<file path="src/rtl/ramp_group_packer_if.sv">
// Handshake bundle between the ramp sample source, the group packer and the record consumer.
// The packer sits on the slave side; the bench or upstream logic uses the master side.
interface ramp_group_packer_if #(
    parameter int DEPTH = 4
) ();
    localparam int CNT_W = ((DEPTH > 1) ? $clog2(DEPTH) : 1) + 1;

    logic             in_valid;
    logic [2:0]       in_data;
    logic             in_flush;
    logic             out_valid;
    logic             out_ready;
    logic [3:0]       out_len;
    logic [5:0]       out_sum;
    logic             out_err;
    logic [CNT_W-1:0] fifo_count;
    logic             overflow;

    modport slave (
        input  in_valid, in_data, in_flush, out_ready,
        output out_valid, out_len, out_sum, out_err, fifo_count, overflow
    );

    modport master (
        output in_valid, in_data, in_flush, out_ready,
        input  out_valid, out_len, out_sum, out_err, fifo_count, overflow
    );
endinterface

</file>
<file path="src/rtl/ramp_group_packer.sv">
// Groups a ramp sample stream into {length, sum, error} records, one per group starting at 1,
// and buffers them in a small first-word-fall-through FIFO with registered head outputs.
module ramp_group_packer #(
    parameter int DEPTH   = 4,
    parameter int MAX_LEN = 8
) (
    input  logic clk,
    input  logic rst,
    ramp_group_packer_if.slave bus
);
    localparam int PTR_W = (DEPTH > 1) ? $clog2(DEPTH) : 1;
    localparam int CNT_W = PTR_W + 1;
    localparam int REC_W = 11;
    localparam logic [3:0]       MAX_LEN_C = 4'(MAX_LEN);
    localparam logic [CNT_W-1:0] DEPTH_C   = CNT_W'(DEPTH);

    typedef enum logic [0:0] {
        ST_IDLE = 1'b0,
        ST_OPEN = 1'b1
    } state_t;

    state_t     state_r, state_nx_s;
    logic [2:0] prev_r, prev_nx_s;
    logic [3:0] len_r, len_nx_s;
    logic [5:0] sum_r, sum_nx_s;
    logic       err_r, err_nx_s;

    logic             push_s;
    logic [REC_W-1:0] push_rec_s;
    logic [3:0]       grow_len_s;
    logic [5:0]       grow_sum_s;
    logic             grow_err_s;

    logic [REC_W-1:0] mem_r [DEPTH];
    logic [PTR_W-1:0] wr_ptr_r, rd_ptr_r, rd_ptr_nx_s, wr_ptr_nx_s;
    logic [CNT_W-1:0] count_r, count_nx_s, kept_s;
    logic             valid_r;
    logic [REC_W-1:0] head_r, head_nx_s;
    logic             ovf_r;
    logic             pop_s, full_s, accept_s, drop_s;

    // Extending an open group; any step other than prev+1 (including 7 -> 0) flags an error
    always_comb begin
        grow_len_s = len_r + 4'd1;
        grow_sum_s = sum_r + {3'b000, bus.in_data};
        grow_err_s = err_r | (({1'b0, prev_r} + 4'd1) != {1'b0, bus.in_data});
    end

    // Collector state register
    always_ff @(posedge clk or posedge rst) begin
        if (rst) begin
            state_r <= ST_IDLE;
            prev_r  <= 3'd0;
            len_r   <= 4'd0;
            sum_r   <= 6'd0;
            err_r   <= 1'b0;
        end else begin
            state_r <= state_nx_s;
            prev_r  <= prev_nx_s;
            len_r   <= len_nx_s;
            sum_r   <= sum_nx_s;
            err_r   <= err_nx_s;
        end
    end

    // Collector next-state and record push decision
    always_comb begin
        state_nx_s = state_r;
        prev_nx_s  = prev_r;
        len_nx_s   = len_r;
        sum_nx_s   = sum_r;
        err_nx_s   = err_r;
        push_s     = 1'b0;
        push_rec_s = {len_r, sum_r, err_r};
        case (state_r)
            ST_IDLE: begin
                if (bus.in_valid && (bus.in_data == 3'd1)) begin
                    state_nx_s = ST_OPEN;
                    prev_nx_s  = 3'd1;
                    len_nx_s   = 4'd1;
                    sum_nx_s   = 6'd1;
                    err_nx_s   = 1'b0;
                end else begin
                    state_nx_s = ST_IDLE;
                end
            end
            ST_OPEN: begin
                if (bus.in_valid) begin
                    if (bus.in_data == 3'd1) begin
                        push_s     = 1'b1;
                        state_nx_s = ST_OPEN;
                        prev_nx_s  = 3'd1;
                        len_nx_s   = 4'd1;
                        sum_nx_s   = 6'd1;
                        err_nx_s   = 1'b0;
                    end else if (grow_len_s == MAX_LEN_C) begin
                        push_s     = 1'b1;
                        push_rec_s = {grow_len_s, grow_sum_s, grow_err_s};
                        state_nx_s = ST_IDLE;
                        prev_nx_s  = 3'd0;
                        len_nx_s   = 4'd0;
                        sum_nx_s   = 6'd0;
                        err_nx_s   = 1'b0;
                    end else begin
                        prev_nx_s = bus.in_data;
                        len_nx_s  = grow_len_s;
                        sum_nx_s  = grow_sum_s;
                        err_nx_s  = grow_err_s;
                    end
                end else if (bus.in_flush) begin
                    push_s     = 1'b1;
                    state_nx_s = ST_IDLE;
                    prev_nx_s  = 3'd0;
                    len_nx_s   = 4'd0;
                    sum_nx_s   = 6'd0;
                    err_nx_s   = 1'b0;
                end else begin
                    state_nx_s = ST_OPEN;
                end
            end
            default: begin
                state_nx_s = ST_IDLE;
            end
        endcase
    end

    // A full FIFO still takes a push when the head leaves on the same edge
    always_comb begin
        pop_s    = valid_r & bus.out_ready;
        full_s   = (count_r == DEPTH_C);
        accept_s = push_s & (~full_s | pop_s);
        drop_s   = push_s & full_s & ~pop_s;
    end

    // FIFO pointer and occupancy lookahead
    always_comb begin
        rd_ptr_nx_s = pop_s    ? (rd_ptr_r + PTR_W'(1)) : rd_ptr_r;
        wr_ptr_nx_s = accept_s ? (wr_ptr_r + PTR_W'(1)) : wr_ptr_r;
        kept_s      = pop_s ? (count_r - CNT_W'(1)) : count_r;
        case ({accept_s, pop_s})
            2'b10:   count_nx_s = count_r + CNT_W'(1);
            2'b01:   count_nx_s = count_r - CNT_W'(1);
            default: count_nx_s = count_r;
        endcase
    end

    // Head lookahead: when nothing survives the pop, the incoming record becomes the head
    always_comb begin
        head_nx_s = {REC_W{1'b0}};
        if (count_nx_s == {CNT_W{1'b0}}) begin
            head_nx_s = {REC_W{1'b0}};
        end else if (kept_s == {CNT_W{1'b0}}) begin
            head_nx_s = push_rec_s;
        end else begin
            head_nx_s = mem_r[rd_ptr_nx_s];
        end
    end

    // FIFO storage
    always_ff @(posedge clk or posedge rst) begin
        if (rst) begin
            for (int i = 0; i < DEPTH; i++) begin
                mem_r[i] <= {REC_W{1'b0}};
            end
        end else begin
            if (accept_s) begin
                mem_r[wr_ptr_r] <= push_rec_s;
            end
        end
    end

    // FIFO control, registered head and sticky overflow
    always_ff @(posedge clk or posedge rst) begin
        if (rst) begin
            wr_ptr_r <= {PTR_W{1'b0}};
            rd_ptr_r <= {PTR_W{1'b0}};
            count_r  <= {CNT_W{1'b0}};
            valid_r  <= 1'b0;
            head_r   <= {REC_W{1'b0}};
            ovf_r    <= 1'b0;
        end else begin
            wr_ptr_r <= wr_ptr_nx_s;
            rd_ptr_r <= rd_ptr_nx_s;
            count_r  <= count_nx_s;
            valid_r  <= (count_nx_s != {CNT_W{1'b0}});
            head_r   <= head_nx_s;
            ovf_r    <= ovf_r | drop_s;
        end
    end

    assign bus.out_valid  = valid_r;
    assign bus.out_len    = head_r[10:7];
    assign bus.out_sum    = head_r[6:1];
    assign bus.out_err    = head_r[0];
    assign bus.fifo_count = count_r;
    assign bus.overflow   = ovf_r;
endmodule

</file>
<file path="src/flat_wrapper.sv">
// flat-port wrapper written by rule: the top's interface ports become plain ports
module ramp_group_packer_flat 
#(
    parameter int DEPTH   = 4,
    parameter int MAX_LEN = 8
)
  (clk, rst, bus_in_valid, bus_in_data, bus_in_flush, bus_out_ready, bus_out_valid, bus_out_len, bus_out_sum, bus_out_err, bus_fifo_count, bus_overflow);
  ramp_group_packer_if #(.DEPTH(DEPTH)) bus_i ();
  input  logic clk;
  input  logic rst;
  input wire logic [$bits(bus_i.in_valid)-1:0] bus_in_valid;
  input wire logic [$bits(bus_i.in_data)-1:0] bus_in_data;
  input wire logic [$bits(bus_i.in_flush)-1:0] bus_in_flush;
  input wire logic [$bits(bus_i.out_ready)-1:0] bus_out_ready;
  output wire logic [$bits(bus_i.out_valid)-1:0] bus_out_valid;
  output wire logic [$bits(bus_i.out_len)-1:0] bus_out_len;
  output wire logic [$bits(bus_i.out_sum)-1:0] bus_out_sum;
  output wire logic [$bits(bus_i.out_err)-1:0] bus_out_err;
  output wire logic [$bits(bus_i.fifo_count)-1:0] bus_fifo_count;
  output wire logic [$bits(bus_i.overflow)-1:0] bus_overflow;
  assign bus_i.in_valid = bus_in_valid;
  assign bus_i.in_data = bus_in_data;
  assign bus_i.in_flush = bus_in_flush;
  assign bus_i.out_ready = bus_out_ready;
  assign bus_out_valid = bus_i.out_valid;
  assign bus_out_len = bus_i.out_len;
  assign bus_out_sum = bus_i.out_sum;
  assign bus_out_err = bus_i.out_err;
  assign bus_fifo_count = bus_i.fifo_count;
  assign bus_overflow = bus_i.overflow;
  ramp_group_packer #(.DEPTH(DEPTH), .MAX_LEN(MAX_LEN)) u_core (.clk(clk), .rst(rst), .bus(bus_i));
endmodule
</file>
<file path="config.mk">
export PLATFORM = sky130hd
export DESIGN_NAME = ramp_group_packer_flat
export DESIGN_NICKNAME = d
export VERILOG_FILES = /design/src/rtl/ramp_group_packer_if.sv /design/src/rtl/ramp_group_packer.sv /design/src/flat_wrapper.sv
export SDC_FILE = /design/constraint.sdc
export NUM_CORES = 1
export LEC_CHECK = 0
export ABC_CLOCK_PERIOD_IN_PS = 4900
export BUFFER_PORTS_ARGS = -buffer_cell sky130_fd_sc_hd__buf_2
export CORE_MARGIN = 2
export CORE_UTILIZATION = 46
export DETAILED_ROUTE_END_ITERATION = 8
export SYNTH_ARGS = -nofsm -noshare
export SYNTH_HDL_FRONTEND = slang
export SYNTH_SLANG_ARGS = --single-unit
</file>
<file path="constraint.sdc">
create_clock -name clk -period 4.9 [get_ports clk]
set_input_delay 0.245 -clock clk [delete_from_list [all_inputs] [get_ports clk]]
set_output_delay 0.245 -clock clk [all_outputs]
set_load 0.05 [all_outputs]
</file>
==> impl_metrics.yaml, run 1 <==
clocking:
  holdBufCountCts: 0
  worstSkewPairLatency_ns: 0.36
  path_clk_slew_ns: 0.09
  post_cts_resized: 0
  clk_path_buf_depth: 2
  cts_num_sinks: 79
  cts_tree: "built"
  cts_root_buffer: "clkbuf_8"
  htree_levels: 3
  cts_setup_buffers: 0
  cts_buffers: 9
detailed_routing:
  first_pass_iters: 5
  drc: 0
  wirelength_um: 8170
  final_antenna_net_count: 0
  vias: 2829
  routedWlPerCell_um: 15.8
  via_per_inst: 5.46
  drt_iter0_markers: 114
finish:
  drive_gt1_share_pct: 16.0
  nNetsFinal: 431
  synthToLayoutAreaGrowth_pct: 10.0
  antennaDiodeCount: 0
  n_fill_cell: 758
  stdcell_count: 518
  final_core_util_pct: 52.7
  stdcell_area_um2: 4380
synthesis:
  synth_top_family_by_area: "compound AO/OA/AOI/OAI gates"
  synthDistinctLibCells: 51
  ys_async_sr_fraction_pct: 100
  synth_compound_area_share_pct: 17.7
  synthMuxAreaShare_pct: 9.22
  synth_flop_cell: "dfrtp_1"
  synth_xor_area_share_pct: 2.86
  netlist_area_um2: 3980
  avgSynthCellArea_um2: 10.3
  synth-simple-area-share_pct: 12.0
  syn_inst: 388
  post-synth-top-count-cell: "dfrtp_1"
  synthAdderAreaFrac_pct: 4.91
  yosysSeqAreaShare_pct: 49.7
  synth_seq_cells: 79
  synth_edf_count: 0
  ys_warn_count: 0
  synth_nets: 411
  synth_commonest_cells: "dfrtp_1 (79), nand2_1 (74), o21ai_0 (56)"
  yosysTopAreaCellShare_pct: 49.7
  yosysTopAreaCell: "dfrtp_1"
  synthTopCellsByArea: "dfrtp_1 (50%), o21ai_0 (7.0%), nand2_1 (7.0%)"
floorplan:
  die_w_um: 97.0
  ios: 24
  rows: 33
  core_area_um2: 8300
  chipHeight_um: 97.0
  die_area_um2: 9410
  initial_core_util_pct: 47.9
sta:
  tightest_slew_ns: 1.08
  grt_setup_unrepaired: "false"
  timing.final.ws_setup_ns: 1.99
  setup_violations: 0
  fin_crit_ns: 2.91
  whs_ns: 0.175
  period_share_pct: 59.4
  worst_clock_skew_ns: 0.0111
  setup-tns-final_ns: 0
  maxSlewViolCount: 0
  fmax_mhz: 343
  final_hold_viol_count: 0
  timing.slew.headroom_pct: 27.3
place:
  gp_congestion: 0.788
  dp_hpwl_um: 5570
  place_area_um2: 4170
  dp_slack_ns: 2.00
  port_buffers: 23
  dp.cells: 502
power:
  power_mw: 2.46
  pwr-share-clk_pct: 20.3
  p_leak_nw: 1.96
  internal_power_mw: 1.46
  swShare_pct: 40.8
  ir_worst_vdd_mv: 0.206
  p_switching_mw: 1.01
  pwr-share-seq_pct: 39.0
  power_density_nw_per_um2: 563
  combPwrFrac_pct: 40.7
worst_setup_path:
  timing.rr.start: "u_core.len_r[0]"
  reg2reg_slack_ns: 1.99
  worstPathMaxFanout: 13
  startpoint_type: "flip-flop"
  endpoint_kind: "flip-flop"
  arrival_ns: 3.11
  timing.rr.end: "u_core.head_r[6]"
  worstSetupPathType: "reg -> reg"
  cp.required_ns: 5.10
  reg2regPathDepth: 7
global_route:
  antenna_found_initial: 0
  grt_pass1_wl_um: 14000
  grt_start_max_net_pins: 80
  grt_pass1_vias: 2691
  grt_use_total_pct: 18.8
  grt_overflow: 0
hold_path:
  hold_depth: 4
  hold-path-endpoint: "u_core.state_r"
  holdCritPathClass: "in -> reg"
  min-delay-start: "bus_in_flush"
status:
  status: "completed"
flow_run:
  cap_violations: 0
layout by cell type, fill, tap and decap left out, drive strengths merged, types with 2 or more instances in the layout:
| master | Yosys | final |
|---|---|---|
| nor3 | 2 | 2 |
| nor2 | 11 | 11 |
| a21o | 4 | 4 |
| ha | 14 | 14 |
| dfrtp | 79 | 79 |
| a21boi | 3 | 3 |
| o211ai | 4 | 4 |
| o22ai | 2 | 2 |
| a21oi | 25 | 25 |
| mux4 | 11 | 11 |
| mux2 | 2 | 2 |
| nor2b | 2 | 2 |
| xor2 | 4 | 4 |
| buf | 5 | 26 |
| and2 | 4 | 4 |
| nand3 | 8 | 8 |
| a211oi | 3 | 3 |
| xnor2 | 9 | 9 |
| a22o | 3 | 3 |
| mux2i | 8 | 8 |
| clkinv | 0 | 4 |
| inv | 17 | 19 |
| nand2 | 74 | 74 |
| o21ai | 57 | 57 |
| o21a | 9 | 9 |
| clkbuf | 12 | 9 |
power by group through the flow:
stage	Sequential (mW)	Combinational (mW)	Clock, mW
6_report	0.961	1.00	0.501
5_1_grt	0.989	1.11	0.547
4_1_cts	0.962	1.01	0.512
3_5_place_dp	0.975	1.01	0
3_3_place_gp	0.965	0.993	0
2_1_floorplan	1.07	0.671	0
routing by layer:
layer  part of all wire, %  up-vias  global-route usage (%)
li1                      -     1398                       -
met1                    50     1368                    27.1
met2                    45       53                    28.6
met3                   3.3       10                    3.03
met4                   1.6        0                    7.15
met5                     0        -                       0
kinds of logic after synthesis:
family / count (synthesis)
fa+ha+maj: 15
simple gates: 109
xor+xnor: 13
flops: 79
compound gates: 117
mux: 21
buf+inv: 34
state kept, by name, summed over array words and instances, names as in the netlist:
| signal | count |
|---|---|
| u_core.sum_r | 6 |
| u_core.err_r | 1 |
| u_core.wr_ptr_r | 2 |
| u_core.bus.overflow | 1 |
| u_core.rd_ptr_r | 2 |
| u_core.state_r | 1 |
| u_core.len_r | 4 |
| u_core.bus.out_valid | 1 |
| u_core.head_r | 11 |
| u_core.mem_r | 44 |
| u_core.prev_r | 3 |
| u_core.bus.fifo_count | 3 |
critical path: stages, from the launching register on:
cell and delay, ns:
dfrtp_1 0.46, ha_1 0.29, nor2_1 0.15, a311oi_1 0.13, a21oi_2 0.56, mux2_2 0.41, mux2i_2 0.52, a222oi_1 0.23
final cells by class:
type	count	area, um^2	share of cell area [%]
tap	105	131	3.00
sequential	79	1980	45.2
clock buffer	9	124	2.83
clock inverter	7	78.8	1.80
timing repair buffer	26	138	3.14
multi-input combinational	275	1860	42.6
inverter	17	65.1	1.49
how the worst max path moves through the flow:
| stage | cells after the start | slack (ns) | endpoint | startpoint |
|---|---|---|---|---|
| 5_1_grt | 6 | 1.70 | u_core.mem_r[23] | u_core.len_r[0] |
| 2_1_floorplan | 1 | 2.63 | u_core.bus.fifo_count[0] | rst |
| 3_3_place_gp | 7 | 2.13 | u_core.head_r[6] | u_core.len_r[0] |
| 4_1_cts | 7 | 1.97 | u_core.head_r[6] | u_core.len_r[0] |
| 6_report | 7 | 1.99 | u_core.head_r[6] | u_core.len_r[0] |
| 3_5_place_dp | 7 | 2.00 | u_core.head_r[6] | u_core.len_r[0] |
Power figures use the tool's default switching activity.
==> inputs of run 2 (changes only) <==
--- a/config.mk
+++ b/config.mk
@@ -5,11 +5,13 @@
 export SDC_FILE = /design/constraint.sdc
 export NUM_CORES = 1
 export LEC_CHECK = 0
-export ABC_CLOCK_PERIOD_IN_PS = 4900
+export ABC_AREA = 1
+export ABC_CLOCK_PERIOD_IN_PS = 2370
 export BUFFER_PORTS_ARGS = -buffer_cell sky130_fd_sc_hd__buf_2
 export CORE_MARGIN = 2
 export CORE_UTILIZATION = 46
 export DETAILED_ROUTE_END_ITERATION = 8
+export PLACE_DENSITY = 0.65
 export SYNTH_ARGS = -nofsm -noshare
 export SYNTH_HDL_FRONTEND = slang
 export SYNTH_SLANG_ARGS = --single-unit
==> constraint.sdc (replaced) <==
create_clock -name clk -period 2.37 [get_ports clk]
set_input_delay 0.1185 -clock clk [delete_from_list [all_inputs] [get_ports clk]]
set_output_delay 0.1185 -clock clk [all_outputs]
set_load 0.05 [all_outputs]
==> run 2 against run 1 <==
Sequential power grew 120%. Sequential share of layout area shrank 3.6 points. Synthesized cell count grew 23%. Critical path depth grew 7. Clock power grew to 2.7 times the previous value. Critical endpoint is now u_core.head_r[10].
==> impl_metrics.yaml, run 2 <==
detailed_routing:
  via_per_inst: 5.24
  first_pass_iters: 4
  routedWlPerCell_um: 15.6
  drc: 0
  final_antenna_net_count: 0
  vias: 3264
  drt_iter0_markers: 167
  wirelength_um: 9690
worst_setup_path:
  worstPathMaxFanout: 13
  slowest_stage: "dfrtp_1"
  timing.rr.start: "u_core.len_r[1]"
  reg2reg_slack_ns: 0.20
  reg2regPathDepth: 14
  critPathMaxStageDelay_ns: 0.44
  arrival_ns: 2.40
  endpoint_kind: "flip-flop"
  timing.rr.end: "u_core.head_r[10]"
  critical_path.cell_chain: "ha_1 > inv_1 > nand2_1 > nand2_4 > nor2_8 > nand2_8 > nand2_8 > nand2_4 > nand2_4 > inv_2 > nand2_1 > o21ai_2 > nor2_4 > a21oi_1"
  cp.required_ns: 2.60
  startpoint_type: "flip-flop"
  worstSetupPathType: "reg -> reg"
  crit_top_cell: "nand2_4"
global_route:
  grt_use_total_pct: 20.7
  grt_overflow: 0
  grt_pass1_wl_um: 16000
  grt_pass1_vias: 3256
  antenna_found_initial: 0
  grt_start_max_net_pins: 36
clocking:
  cts_num_sinks: 79
  clk_path_buf_depth: 2
  htree_levels: 3
  path_clk_slew_ns: 0.09
  post_cts_resized: 0
  cts_buffers: 9
  cts_root_buffer: "clkbuf_8"
  worstSkewPairLatency_ns: 0.36
  cts_tree: "built"
synthesis:
  yosysTopAreaCellShare_pct: 46.6
  post-synth-top-count-cell: "nand2_1"
  synth_seq_cells: 79
  avgSynthCellArea_um2: 8.90
  ys_async_sr_fraction_pct: 100
  synth_commonest_cells: "nand2_1 (132), dfrtp_1 (79), o21ai_0 (42)"
  netlist_area_um2: 4240
  synthTopCellsByArea: "dfrtp_1 (47%), nand2_1 (12%), o21ai_0 (5.0%)"
  synthDistinctLibCells: 45
  synth_flop_cell: "dfrtp_1"
  yosysTopAreaCell: "dfrtp_1"
  ys_warn_count: 0
  yosysSeqAreaShare_pct: 46.6
  synth_nets: 499
  synth_edf_count: 0
  syn_inst: 476
floorplan:
  initial_core_util_pct: 46.5
  die_area_um2: 10000
  core_area_um2: 9110
  rows: 35
  die_w_um: 100
  chipHeight_um: 100
  ios: 24
sta:
  maxSlewViolCount: 0
  period_share_pct: 91.4
  worst_clock_skew_ns: 0.00942
  grt_setup_unrepaired: "false"
  timing.slew.headroom_pct: 57.9
  final_hold_viol_count: 0
  whs_ns: 0.0418
  fin_crit_ns: 2.17
  fmax_mhz: 462
  setup-tns-final_ns: 0
  setup_violations: 0
  tightest_slew_ns: 0.631
  timing.final.ws_setup_ns: 0.204
place:
  dp_slack_ns: 0.208
  port_buffers: 23
  dp_hpwl_um: 6900
  gp_congestion: 0.905
hold_path:
  hold_depth: 4
  holdCritPathClass: "in -> reg"
  hold-path-endpoint: "u_core.state_r"
  min-delay-start: "bus_in_flush"
finish:
  final_cell_mix: "nand2_1 (132), dfrtp_1 (79), o21ai_0 (42), inv_1 (36), buf_2 (23)"
  nNetsFinal: 530
  layout_commonest_cell: "nand2_1"
  drive_gt1_share_pct: 20.1
  largest_reg_flops: 44
  synthToLayoutAreaGrowth_pct: 12.1
  top_regs: "u_core.mem_r (44), u_core.head_r (11), u_core.sum_r (6)"
  antennaDiodeCount: 0
  top_register: "u_core.mem_r"
power:
  ir_worst_vdd_mv: 0.440
  p_leak_nw: 2.37
  power_density_nw_per_um2: 1390
  power_mw: 6.60
flow_run:
  cap_violations: 0
status:
  status: "completed"
-- run 2: cell types whose count changed in the layout (fill, tap and decap cells not counted), moves of 10 or more --
| cell | previous run | this run |
|---|---|---|
| nand2_1 | 74 | 132 |
| nor2_1 | 11 | 21 |
| o21ai_1 | 1 | 19 |
| mux4_2 | 11 | 0 |
| o21ai_0 | 56 | 42 |
| a21oi_1 | 22 | 12 |
| inv_1 | 16 | 36 |
-- run 2: where the power goes --
part / switching, mW / leakage [nW] / internal, mW / total (mW)
sequential: 0.294 / 1.02 / 1.85 / 2.14
combinational: 2.08 / 1.22 / 1.03 / 3.12
clock: 0.526 / 0.134 / 0.812 / 1.34
total: 2.91 / 2.37 / 3.69 / 6.60
-- run 2: area by class of cell --
class	count	area [um^2]
clock buffer	9	124
clock inverter	7	143
fill	842	4360
inverter	47	199
multi-input combinational	336	1950
sequential	79	1980
tap	111	139
timing repair buffer	34	225
-- run 2: layer usage --
layer  GRT usage (%)  share of wire [%]  up-vias
li1                -                  -     1621
met1            28.0                 47     1561
met2            33.9                 48       69
met3            3.06                3.7       13
met4            8.01                1.8        0
met5               0                  0        -
-- run 2: worst max path at each step --
stage	start	end	slack [ns]	cells after the start
after global routing	u_core.len_r[1]	u_core.head_r[10]	0.03	14
after floorplan	rst	u_core.bus.fifo_count[0]	0.23	1
after CTS	u_core.len_r[1]	u_core.head_r[10]	0.20	14
after global placement	u_core.sum_r[0]	u_core.head_r[5]	0.29	9
after detailed placement	u_core.len_r[1]	u_core.head_r[10]	0.21	14
final	u_core.len_r[1]	u_core.head_r[10]	0.20	14
-- run 2: kinds of logic (layout without fill, tap and decap cells) --
kind of cell | after synthesis | count (layout) | synth area share (%)
and+or+nand+nor | 203 | 203 | 23.8
buffers and inverters | 61 | 97 | 7.44
DFF | 79 | 79 | 46.6
adders and majority gates | 15 | 15 | 4.61
xor gates and xnor gates | 12 | 12 | 2.66
muxes | 1 | 1 | 0.236
AOI/OAI and AO/OA | 105 | 105 | 14.6
-- run 2: worst max-delay path, delay by kind of cell, from the launching register on --
kind	cells	cell delay (ns)
flip-flops	1	0.44
buffers and inverters	2	0.10
adder cells (fa/ha/maj)	1	0.21
AO/OA/AOI/OAI	2	0.21
AND/OR/NAND/NOR	9	1.08
-- run 2: metrics by stage --
stage | instances | utilization, % | area (um^2)
after CTS | 623 | 52.2 | 4750
after global placement | 606 | 49.1 | 4480
after global routing | 623 | 52.2 | 4750
after detailed placement | 606 | 49.1 | 4480
final | 623 | 52.2 | 4750
after floorplan | 476 | - | 4240
-- run 2: what timing repair did --
action,in CTS,in global routing
endpoints found under the hold margin,33,0
buffers inserted,0,0
hold buffers,1,0
==> inputs of run 3 (changes only) <==
--- a/config.mk
+++ b/config.mk
@@ -10,7 +10,9 @@
 export BUFFER_PORTS_ARGS = -buffer_cell sky130_fd_sc_hd__buf_2
 export CORE_MARGIN = 2
 export CORE_UTILIZATION = 46
+export CTS_BUF_LIST = sky130_fd_sc_hd__clkbuf_8
 export DETAILED_ROUTE_END_ITERATION = 8
+export MAX_ROUTING_LAYER = met4
 export PLACE_DENSITY = 0.65
 export SYNTH_ARGS = -nofsm -noshare
 export SYNTH_HDL_FRONTEND = slang
==> run 3 against run 2 <==
Sequential power barely moved. First-iteration DRC count fell by 3.6%. Routed wire length fell by 0.30%. Highest routed layer unchanged. Largest cell class unchanged. Clock-buffer cell count did not move. Power barely moved. Maximum frequency rose by 0.40%. Non-clock buffer count did not move. Global-route usage rose by 0.62 points. Clock power barely moved.
==> impl_metrics.yaml, run 3 (synthesized netlist as in run 2, its figures left out) <==
hold_path:
  holdCritPathClass: "in -> reg"
finish:
  multi_input_area_um2: 1950
  largest_reg_flops: 44
  final_cell_mix: "nand2_1 (132), dfrtp_1 (79), o21ai_0 (42), inv_1 (36), buf_2 (23)"
  synthToLayoutAreaGrowth_pct: 12.1
  top_register: "u_core.mem_r"
  drive_gt1_share_pct: 20.1
  regArea_um2: 1980
  top_regs: "u_core.mem_r (44), u_core.head_r (11), u_core.sum_r (6)"
  layout_commonest_cell: "nand2_1"
  n_fill_cell: 842
  antennaDiodeCount: 0
  nNetsFinal: 530
power:
  power_mw: 6.59
  internal_power_mw: 3.69
  swShare_pct: 44.0
  power_density_nw_per_um2: 1390
  p_switching_mw: 2.90
  pwr-share-seq_pct: 32.5
  ir_worst_vdd_mv: 0.439
  combPwrFrac_pct: 47.2
  p_leak_nw: 2.37
  pwr-share-clk_pct: 20.3
global_route:
  grt_use_total_pct: 21.4
  antenna_found_initial: 0
  grt_overflow: 0
  grt_pass1_wl_um: 16000
  grt_pass1_vias: 3257
  grt_start_max_net_pins: 36
clocking:
  cts_tree: "built"
  cts_num_sinks: 79
  worstSkewPairLatency_ns: 0.36
  cts_setup_buffers: 0
  cts_root_buffer: "clkbuf_8"
  path_clk_slew_ns: 0.09
  htree_levels: 3
  cts_buffers: 9
  clk_path_buf_depth: 2
  holdBufCountCts: 1
  post_cts_resized: 0
sta:
  maxSlewViolCount: 0
  fmax_mhz: 464
  grt_setup_unrepaired: "false"
  final_hold_viol_count: 0
  tightest_slew_ns: 0.625
  worst_clock_skew_ns: 0.0100
  setup-tns-final_ns: 0
  timing.slew.headroom_pct: 58.3
  setup_violations: 0
  fin_crit_ns: 2.16
  period_share_pct: 91.0
floorplan:
  initial_core_util_pct: 46.5
  rows: 35
  die_w_um: 100
  ios: 24
  die_area_um2: 10000
  chipHeight_um: 100
  core_area_um2: 9110
worst_setup_path:
  worstPathMaxFanout: 13
  startpoint_type: "flip-flop"
  endpoint_kind: "flip-flop"
  worstSetupPathType: "reg -> reg"
  arrival_ns: 2.39
  cp.required_ns: 2.60
detailed_routing:
  vias: 3256
  drc: 0
  via_per_inst: 5.23
  routedWlPerCell_um: 15.5
  first_pass_iters: 4
  wirelength_um: 9660
  final_antenna_net_count: 0
  drt_iter0_markers: 161
flow_run:
  cap_violations: 0
place:
  gp_congestion: 0.921
  dp_hpwl_um: 6900
  port_buffers: 23
status:
  status: "completed"
run 3: cell counts in the layout (fill, tap and decap cells not counted):
Identical to the previous run, type by type.
run 3: per-stage QoR:
step	utilization, %	cell area (um^2)	cells	hold slack (ns)	setup slack (ns)
floorplan	-	4240	476	0.261	0.228
global placement	49.1	4480	606	0.214	0.290
detailed placement	49.1	4480	606	0.213	0.208
CTS	52.2	4750	623	0.0332	0.201
global route	52.2	4750	623	0.0650	0.0348
finish	52.2	4750	623	0.0415	0.213
run 3: final cells by class:
| cell class | instances | area share, % |
|---|---|---|
| flip-flops and latches | 79 | 41.6 |
| multi-input cells | 336 | 40.9 |
| repair buffers | 34 | 4.74 |
| inverters | 47 | 4.19 |
| clock inverters | 7 | 3.00 |
| well taps | 111 | 2.92 |
| clock buffers | 9 | 2.61 |
run 3: worst max-delay path, cell delays in order (launching register included):
cell	delay [ns]
dfrtp_1	0.44
ha_1	0.21
inv_1	0.05
nand2_1	0.09
nand2_4	0.08
nor2_8	0.13
nand2_8	0.09
nand2_8	0.08
nand2_4	0.06
nand2_4	0.08
inv_2	0.05
nand2_1	0.06
o21ai_2	0.07
nor2_4	0.40
a21oi_1	0.14
run 3: path summary, 6_finish.rpt:
path / start / end / slack (ns) / cells after the start
max: u_core.len_r[1] / u_core.head_r[10] / 0.21 / 14
min: bus_in_flush / u_core.state_r / 0.04 / 4
max reg2reg: u_core.len_r[1] / u_core.head_r[10] / 0.21 / 14
min reg2reg: u_core.mem_r[21] / u_core.mem_r[21] / 0.48 / 2
max in group asynchronous: rst / u_core.mem_r[21] / 1.35 / 4
min in group asynchronous: rst / u_core.prev_r[2] / 0.34 / 3
run 3: power by group through the flow:
stage	sequential (mW)	combinational (mW)	clock [mW]
floorplan	2.51	2.05	0
global placement	2.15	3.07	0
detailed placement	2.17	3.13	0
CTS	2.14	3.15	1.36
global route	2.20	3.44	1.41
finish	2.14	3.11	1.34
run 3: metal layers:
metal  global-route usage, %  vias up  share of wire (%)
met5                       -        -                  0
met4                    8.01        0                1.8
met3                    3.06       12                3.3
met2                    34.1       63                 48
met1                    27.8     1558                 47
li1                        -     1623                  -
